===== config.mk =====
export PLATFORM = sky130hd
export DESIGN_NAME = iterative_unsigned_divider
export DESIGN_NICKNAME = d
export VERILOG_FILES = /design/src/rtl/iterative_unsigned_divider_pkg.sv /design/src/rtl/Register.sv /design/src/rtl/divider_step.sv /design/src/rtl/iterative_unsigned_divider.sv
export SDC_FILE = /design/constraint.sdc
export NUM_CORES = 1
export LEC_CHECK = 0
export BUFFER_PORTS_ARGS = -buffer_cell sky130_fd_sc_hd__buf_4
export CELL_PAD_IN_SITES_DETAIL_PLACEMENT = 2
export CELL_PAD_IN_SITES_GLOBAL_PLACEMENT = 2
export CORE_MARGIN = 8
export CORE_UTILIZATION = 35
export DETAILED_ROUTE_END_ITERATION = 10
export GPL_TIMING_DRIVEN = 0
export PLACE_DENSITY_LB_ADDON = 0.1
export SLEW_MARGIN = 20
export SYNTH_ARGS = -nofsm -noshare
export SYNTH_HDL_FRONTEND = slang
export SYNTH_SLANG_ARGS = --single-unit
export TNS_END_PERCENT = 5

===== constraint.sdc =====
create_clock -name clock -period 2.8 [get_ports clock]
set_input_delay 0.56 -clock clock [delete_from_list [all_inputs] [get_ports clock]]
set_output_delay 0.56 -clock clock [all_outputs]
set_load 0.01 [all_outputs]

===== src/rtl/iterative_unsigned_divider_pkg.sv =====
// Shared definitions for the iterative arithmetic units: FSM state encodings
// and a constant-evaluable clog2 for sizing counters.
package iterative_unsigned_divider_pkg;

  localparam logic [1:0] ST_IDLE = 2'd0;
  localparam logic [1:0] ST_BUSY = 2'd1;
  localparam logic [1:0] ST_DONE = 2'd2;

  typedef enum logic [1:0] {
    IDLE = ST_IDLE,
    BUSY = ST_BUSY,
    DONE = ST_DONE
  } state_e;

  function automatic int clog2_const(input int value);
    int result;
    int remaining;
    result    = 0;
    remaining = value - 1;
    while (remaining > 0) begin
      result    = result + 1;
      remaining = remaining >> 1;
    end
    return result;
  endfunction

endpackage


===== src/rtl/Register.sv =====
// Generic datapath register with clock enable and synchronous clear,
// plus an asynchronous active-low clear that has priority over both.
module Register #(
  parameter int WIDTH = 8
) (
  input  logic             clock,
  input  logic             clear_n,
  input  logic             clock_enable,
  input  logic             clear,
  input  logic [WIDTH-1:0] data_d,
  output logic [WIDTH-1:0] data_q
);

  always_ff @(posedge clock or negedge clear_n) begin
    if (!clear_n) begin
      data_q <= '0;
    end else if (clear) begin
      data_q <= '0;
    end else if (clock_enable) begin
      data_q <= data_d;
    end
  end

endmodule


===== src/rtl/divider_step.sv =====
// One combinational restoring-division step: shift in the next dividend bit,
// then conditionally subtract the divisor.
module divider_step #(
  parameter int WORD_WIDTH = 8
) (
  input  logic [WORD_WIDTH-1:0] rem_i,
  input  logic                  dvd_msb_i,
  input  logic [WORD_WIDTH-1:0] divisor_i,
  output logic [WORD_WIDTH-1:0] rem_o,
  output logic                  q_bit_o
);

  logic [WORD_WIDTH:0] trial;

  // The trial value is W+1 bits; a set top bit already exceeds any divisor, and
  // the true difference is below the divisor, so a W-bit subtract is exact.
  always_comb begin
    trial   = {rem_i, dvd_msb_i};
    q_bit_o = trial[WORD_WIDTH] || (trial[WORD_WIDTH-1:0] >= divisor_i);
    rem_o   = q_bit_o ? (trial[WORD_WIDTH-1:0] - divisor_i) : trial[WORD_WIDTH-1:0];
  end

endmodule


===== src/rtl/iterative_unsigned_divider.sv =====
// Multi-cycle restoring divider, one quotient bit per cycle, with ready/valid
// handshakes; holds a single result until the downstream side takes it.
module iterative_unsigned_divider
  import iterative_unsigned_divider_pkg::*;
#(
  parameter int WORD_WIDTH = 8
) (
  input  logic                  clock,
  input  logic                  clear_n,
  input  logic                  input_valid,
  output logic                  input_ready,
  input  logic [WORD_WIDTH-1:0] input_dividend,
  input  logic [WORD_WIDTH-1:0] input_divisor,
  output logic                  output_valid,
  input  logic                  output_ready,
  output logic [WORD_WIDTH-1:0] output_quotient,
  output logic [WORD_WIDTH-1:0] output_remainder,
  output logic                  output_divide_by_zero
);

  localparam int COUNT_WIDTH = clog2_const(WORD_WIDTH + 1);

  state_e state_q, state_d;

  logic                   accept, step, finish;
  logic [WORD_WIDTH-1:0]  dvd_q, dvd_d, dsr_q, rem_q, rem_d;
  logic [WORD_WIDTH-2:0]  quo_q;
  logic [WORD_WIDTH-1:0]  quo_d;
  logic [COUNT_WIDTH-1:0] cnt_q, cnt_d;
  logic                   dbz_q, q_bit;

  always_ff @(posedge clock or negedge clear_n) begin
    if (!clear_n) begin
      state_q <= IDLE;
    end else begin
      state_q <= state_d;
    end
  end

  // Handshake outputs come from the registered state only.
  always_comb begin
    state_d      = state_q;
    input_ready  = 1'b0;
    output_valid = 1'b0;
    case (state_q)
      IDLE: begin
        input_ready = 1'b1;
        if (input_valid) state_d = BUSY;
      end
      BUSY: begin
        if (cnt_q == COUNT_WIDTH'(1)) state_d = DONE;
      end
      DONE: begin
        output_valid = 1'b1;
        if (output_ready) state_d = IDLE;
      end
      default: state_d = IDLE;
    endcase
  end

  divider_step #(.WORD_WIDTH(WORD_WIDTH)) u_step (
    .rem_i     (rem_q),
    .dvd_msb_i (dvd_q[WORD_WIDTH-1]),
    .divisor_i (dsr_q),
    .rem_o     (rem_d),
    .q_bit_o   (q_bit)
  );

  // A zero divisor needs no special path: every step then sets its quotient bit
  // and the remainder accumulates the dividend unchanged.
  always_comb begin
    accept = (state_q == IDLE) && input_valid;
    step   = (state_q == BUSY);
    finish = step && (cnt_q == COUNT_WIDTH'(1));
    dvd_d  = accept ? input_dividend : {dvd_q[WORD_WIDTH-2:0], 1'b0};
    cnt_d  = accept ? COUNT_WIDTH'(WORD_WIDTH) : cnt_q - COUNT_WIDTH'(1);
    quo_d  = {quo_q, q_bit};
  end

  Register #(.WIDTH(WORD_WIDTH)) u_dvd (
    .clock(clock), .clear_n(clear_n), .clock_enable(accept || step), .clear(1'b0),
    .data_d(dvd_d), .data_q(dvd_q));

  Register #(.WIDTH(WORD_WIDTH)) u_dsr (
    .clock(clock), .clear_n(clear_n), .clock_enable(accept), .clear(1'b0),
    .data_d(input_divisor), .data_q(dsr_q));

  Register #(.WIDTH(1)) u_dbz (
    .clock(clock), .clear_n(clear_n), .clock_enable(accept), .clear(1'b0),
    .data_d(input_divisor == '0), .data_q(dbz_q));

  Register #(.WIDTH(COUNT_WIDTH)) u_cnt (
    .clock(clock), .clear_n(clear_n), .clock_enable(accept || step), .clear(1'b0),
    .data_d(cnt_d), .data_q(cnt_q));

  Register #(.WIDTH(WORD_WIDTH)) u_rem (
    .clock(clock), .clear_n(clear_n), .clock_enable(step), .clear(accept),
    .data_d(rem_d), .data_q(rem_q));

  Register #(.WIDTH(WORD_WIDTH-1)) u_quo (
    .clock(clock), .clear_n(clear_n), .clock_enable(step), .clear(accept),
    .data_d(quo_d[WORD_WIDTH-2:0]), .data_q(quo_q));

  // Separate result registers keep the last result visible while the next runs.
  Register #(.WIDTH(WORD_WIDTH)) u_res_quo (
    .clock(clock), .clear_n(clear_n), .clock_enable(finish), .clear(1'b0),
    .data_d(quo_d), .data_q(output_quotient));

  Register #(.WIDTH(WORD_WIDTH)) u_res_rem (
    .clock(clock), .clear_n(clear_n), .clock_enable(finish), .clear(1'b0),
    .data_d(rem_d), .data_q(output_remainder));

  Register #(.WIDTH(1)) u_res_dbz (
    .clock(clock), .clear_n(clear_n), .clock_enable(finish), .clear(1'b0),
    .data_d(dbz_q), .data_q(output_divide_by_zero));

endmodule


# ---- Word-level counts from Yosys, hierarchy flattened
# Cells that the tools add are included.
dict set report word_totals {
  out_inout_bits 19
  inputBits 20
  register_bits 55
  wordCells 40
}
dict set report classes {
  n_eq_ne 6
  n_addsub 2
  n_lt_le_gt_ge 1
  n_reduce_logical 8
  muxes 13
}
# cell n
set ops {}
lappend ops {{$mux 8} 4}
lappend ops {{$mux 7} 2}
lappend ops {{$ge 8x8->1} 1}
lappend ops {{$logic_not 8->1} 1}
lappend ops {{$sub 8x8->8} 1}
lappend ops {{$mux 2} 3}
lappend ops {{$pmux 2 s3} 1}
lappend ops {{$eq 4x1->1 const B} 1}
lappend ops {{$mux 4} 1}
lappend ops {{$ne 2x2->1 const B} 2}
lappend ops {{$sub 4x1->4 const B} 1}
lappend ops {{$reduce_and 3->1} 1}
lappend ops {{$eq 2x1->1 const B} 1}
lappend ops {{$eq 2x2->1 const B} 1}
lappend ops {{$logic_and 1x1->1} 2}
lappend ops {{$logic_not 2->1} 1}
lappend ops {{$logic_or 1x1->1} 2}
lappend ops {{$mux 1} 2}
lappend ops {{$ne 2x1->1 const B} 1}
lappend ops {{$reduce_bool 2->1} 1}

# ---- Depth between registers and ports, before layout
dict set report logic_depth {
  ltp_word 5
  ltp_mapped 10
  depth_no_buf 9
}

# ---- By module
# From an unflattened synthesis, not the netlist that was laid out.
dict set report hier_totals {
  cells_unflattened 273
  area_unflattened_um2 3016.6
}
# mod seq_area_each_um2 n_inst cells_per_inst area_per_inst_um2
set modules_own_cells {}
lappend modules_own_cells {{Register (u_dsr ...)} 200.2 5 26 325.3}
lappend modules_own_cells {divider_step 0.0 1 63 520.5}
lappend modules_own_cells {iterative_unsigned_divider 50.0 1 39 349.1}
lappend modules_own_cells {{Register (u_quo)} 175.2 1 22 282.8}
lappend modules_own_cells {{Register (u_cnt)} 100.1 1 13 160.2}
lappend modules_own_cells {{Register (u_dbz ...)} 25.0 2 3 38.8}

# ---- Worst setup path before layout
# Ideal clock, no wire load.
dict set report synth_timing {
  kind {reg-to-reg}
  from {register u_dvd.data_q[7]}
  to {register u_res_rem.data_q[7]}
  stages_incl_launch_ff 11
  synth_period_minus_slack_ns 2.204
  required_time_ns 2.731
  path_slack_ns 0.596
  arrival_time_ns 2.135
  setup_time_ns 0.069
  n_path_buf 1
  cell_sequence {dfrtp_1 -> inv_1 -> ha_1 -> inv_1 -> fa_1 -> a21o_1 -> a221oi_4 -> a21oi_2 -> buf_6 -> or3_1 -> nand3_1}
}
dict set report synth_between {
  elab_chain_cells 3
  word_cells_on_any_way 4
  cone_classes {add/sub (1); order compare (1); mux (1); reduce/logical (1)}
}
# element line_no
set synth_rtl {}
lappend synth_rtl {{from (decl)} Register.sv:11} ;# output logic [WIDTH-1:0] data_q
lappend synth_rtl {{from (signal assigned)} Register.sv:20} ;# data_q <= data_d;
lappend synth_rtl {{$ge 8x8->1} divider_step.sv:19} ;# q_bit_o = trial[WORD_WIDTH] || (trial[WORD_WIDTH-1:0] >= divisor_i);
lappend synth_rtl {{$logic_or 1x1->1} divider_step.sv:19}
lappend synth_rtl {{$mux 8 (*)} divider_step.sv:20} ;# rem_o = q_bit_o ? (trial[WORD_WIDTH-1:0] - divisor_i) : trial[WORD_WIDTH-1:0];
lappend synth_rtl {{to (signal assigned)} Register.sv:20}
lappend synth_rtl {{to (decl)} Register.sv:11}
# Every way passes the cells marked *; elsewhere a longest branch is shown, timed or not.
# A chain may end at the register's enable or synchronous reset.

# ---- Worst setup path in the final report
dict set report layout_timing {
  from {register u_dvd.data_q[7]}
  to {register u_rem.data_q[3]}
}
dict set report layout_between {
  elab_chain_cells 5
  word_cells_on_any_way 6
  cone_classes {add/sub (1); order compare (1); mux (3); reduce/logical (1)}
}
# element line_no
set layout_rtl {}
lappend layout_rtl {{$ge 8x8->1} divider_step.sv:19}
lappend layout_rtl {{$logic_or 1x1->1} divider_step.sv:19}
lappend layout_rtl {{$mux 8 (*)} divider_step.sv:20}
lappend layout_rtl {{$mux 8 (*)} Register.sv:19} ;# end else if (clock_enable) begin
lappend layout_rtl {{$mux 8 (*)} Register.sv:17} ;# end else if (clear) begin
lappend layout_rtl {{to (signal assigned)} Register.sv:20}
lappend layout_rtl {{to (decl)} Register.sv:11}
# Every way passes the cells marked *; elsewhere a longest branch is shown, timed or not. The select of a mux whose other input is x is not followed.

==> flow_summary_export.csv <==
group,metric,value,unit
floorplan,die_w,103,um
yosys,yosysUniqueCellTypes,39,
clock_network,cts_tree,"done",
worst_setup_path,critPathMaxFanout,10,
power,vdd_ir_drop_max,470,uV
timing,timing_hold_violations_final,0,
yosys,ys_seq_area_frac,0.520,
drt,dr.pass1.iters,4,
timing,rsz0062_at_grt,"false",
global_routing,grt_overflow_total,0,
clock_network,post_cts_buffers,0,
floorplan,core,7290,um^2
layout,syn_to_final_growth,18.8,%
global_routing,grt_pass1_vias,2409,
drt,dr_total_vias,2185,
global_routing,grt_max_degree,56,
power,power_density,1350,nW/um^2
yosys,syn_inst,283,
global_routing,grt.total_usage,0.147,
clock_network,post_cts_resized,0,
timing,finalClockSkew,0.00473,ns
worst_setup_path,crit_path_end_kind,"flip-flop",
drt,wl_per_cell,16.8,um
outcome,outcome,"finished clean",
timing,setup_ws,0.308,ns
drt,wl,7.18,mm
worst_setup_path,critPathRequiredTime,2.97,ns
layout,fin_util,0.431,
flow_run,maxCapViolCount,0,
timing,fmaxAchievable,401,MHz
placement,port_buffers,38,
worst_setup_path,cp.arrival,2.67,ns
layout,layout.nets,359,
layout,drive_gt1_frac,0.164,
timing,drv_slew,0,
yosys,synthesis.nets,314,
clock_network,clk_pin_slew_worst_paths,0.10,ns
floorplan,die-area,10600,um^2
layout,fillers,850,
timing,period_needed,2.49,ns
worst_setup_path,start_kind,"flip-flop",
clock_network,cts_max_level,2,
global_routing,grt_pass1_wl,12.2,mm
drt,vias_per_cell,5.11,
drt,ant_nets,0,
global_routing,antenna_found_initial,0,
placement,gp_congestion,0.773,
yosys,ys_warn_count,0,
hold_path,holdCritPathClass,"in -> async",
layout,mostFrequentLayoutCells,"nand2_1, dfrtp_1, buf_4, o21ai_0, inv_1",
timing,fin_setup_tns,0,ns
yosys,synth.ff_latch_count,55,
layout,final_common_cell,"nand2_1",
placement,dp_hpwl,5.51,mm
clock_network,clock-sinks,55,
floorplan,ios,39,
power,power_leakage,1.53,nW
clock_network,clock_path_buffers,2,
placement,place_ws,0.310,ns
worst_setup_path,path_class,"reg -> reg",
drt,initialDrtViolationCount,43,
clock_network,clock_latency,0.31,ns
floorplan,row_count,31,
layout,diodes,0,
yosys,syn_avg_cell_area,9.36,um^2
clock_network,cts-root-buf,"clkbuf_8",
timing,fin_crit_sh,0.890,
clock_network,cts_hold_buf,0,
floorplan,die_h,103,um
yosys,synthesis.area,2650,um^2
floorplan,start_util,0.363,
clock_network,cts_made_buffers,5,
timing,maxSlewHeadroom,0.522,
timing,tightestPinTransition,0.718,ns
drt,drcViolationCount,0,
timing,setup_violations,0,
==> per-stage QoR <==
| stage | total power, mW | hold slack (ns) | instances | area, um^2 |
|---|---|---|---|---|
| detailed placement | 3.84 | 0.465 | 420 | 3060 |
| global route | 4.64 | 0.334 | 428 | 3140 |
| floorplan | 3.02 | 0.264 | 283 | 2650 |
| CTS | 4.31 | 0.334 | 428 | 3140 |
| global placement | 3.71 | 0.460 | 420 | 3060 |
| finish | 4.24 | 0.280 | 428 | 3140 |
==> critical path, stage by stage (launching register included) <==
cell      delay (ns)
dfrtp_1         0.39
inv_1           0.12
ha_1            0.17
inv_1           0.06
fa_1            0.40
a21o_1          0.22
a221oi_4        0.33
a21oi_2         0.12
buf_6           0.17
mux2i_1         0.27
o21ai_0         0.13
==> final timing paths <==
check                      slack (ns)                        start                          end  depth (start not counted)
hold reg to reg                  0.49  u_dvd.data_q[3]$_DFFE_PN0P_  u_dvd.data_q[3]$_DFFE_PN0P_                          2
min in group clock               0.44                 output_ready       state_q[1]$_DFFE_PN0P_                          2
setup reg to reg                 0.31  u_dvd.data_q[7]$_DFFE_PN0P_  u_rem.data_q[3]$_DFFE_PN0P_                         10
setup / recovery                 0.31  u_dvd.data_q[7]$_DFFE_PN0P_  u_rem.data_q[3]$_DFFE_PN0P_                         10
hold / removal                   0.28                      clear_n  u_dsr.data_q[3]$_DFFE_PN0P_                          1
max in group asynchronous        2.02                      clear_n  u_rem.data_q[6]$_DFFE_PN0P_                          1
==> synth_stat cells <==
cell	number	area, um^2
a22oi_1	6	45.0
xnor2_1	4	35.0
o21a_1	1	7.51
nor4_1	3	18.8
o32ai_1	1	8.76
nor2_1	4	15.0
fa_1	1	20.0
a31oi_1	1	6.26
o221ai_1	1	8.76
nor3b_1	1	7.51
dfrtp_1	55	1380
a21o_1	4	30.0
a31o_2	1	8.76
a21oi_2	1	8.76
nand3_1	13	65.1
a2111oi_0	1	8.76
mux2_2	2	22.5
a21o_2	1	8.76
o311ai_0	1	8.76
a211oi_1	2	15.0
nand3b_1	1	7.51
nand2_1	81	304
inv_1	15	56.3
a221oi_4	1	26.3
a21oi_1	3	15.0
nand2b_1	2	12.5
ha_1	10	125
o31a_2	1	10.0
and2_1	3	18.8
or3_1	1	6.26
clkbuf_1	13	48.8
a221o_1	2	20.0
xor2_1	3	26.3
mux2i_1	4	40.0
o21ai_0	33	165
and3_1	1	6.26
buf_6	1	11.3
nor3_1	2	10.0
nor2b_1	2	12.5
==> power breakdown <==
| part | internal, mW | leakage (nW) | total, mW | switching [mW] |
|---|---|---|---|---|
| clock | 0.177 | 0.0483 | 0.447 | 0.270 |
| combinational | 0.997 | 0.790 | 2.41 | 1.42 |
| sequential | 1.16 | 0.696 | 1.38 | 0.224 |
| total | 2.33 | 1.53 | 4.24 | 1.91 |
==> cell type report <==
cell class              instances  area, um^2  share of cell area
plain buffers                  14        60.1              0.0191
clock buffers                   5        68.8              0.0219
inverters                      15        56.3              0.0179
flip-flops and latches         55        1380               0.438
multi-input cells             199        1150               0.367
clock inverters                 3        18.8             0.00597
well taps                      99         124              0.0394
repair buffers                 38         285              0.0907
==> state kept, by name, summed over array words and instances (netlist names) <==
name and flops:
u_quo.data_q 7, u_rem.data_q 8, u_dbz.data_q 1, u_dvd.data_q 8, u_res_dbz.data_q 1, u_res_rem.data_q 8
state_q 2, u_dsr.data_q 8, u_cnt.data_q 4, u_res_quo.data_q 8
==> kinds of logic (layout without fill, tap and decap cells) <==
| logic type | count (synthesis) | after routing | share of synthesized area |
|---|---|---|---|
| AO/OA/AOI/OAI | 61 | 61 | 0.152 |
| XOR/XNOR | 7 | 7 | 0.0232 |
| adder cells (fa/ha/maj) | 11 | 11 | 0.0548 |
| buffers and inverters | 29 | 75 | 0.0440 |
| flip-flops | 55 | 55 | 0.520 |
| multiplexers | 6 | 6 | 0.0236 |
| AND/OR/NAND/NOR | 114 | 114 | 0.183 |
==> routing by layer <==
layer,GRT usage,part of all wire,vias up
met5,0,0,-
met4,0.0267,0.0081,0
met3,0.0284,0.042,5
met2,0.236,0.45,35
met1,0.200,0.50,1105
li1,-,-,1040
No activity file was read; power rests on OpenSTA's default activity.
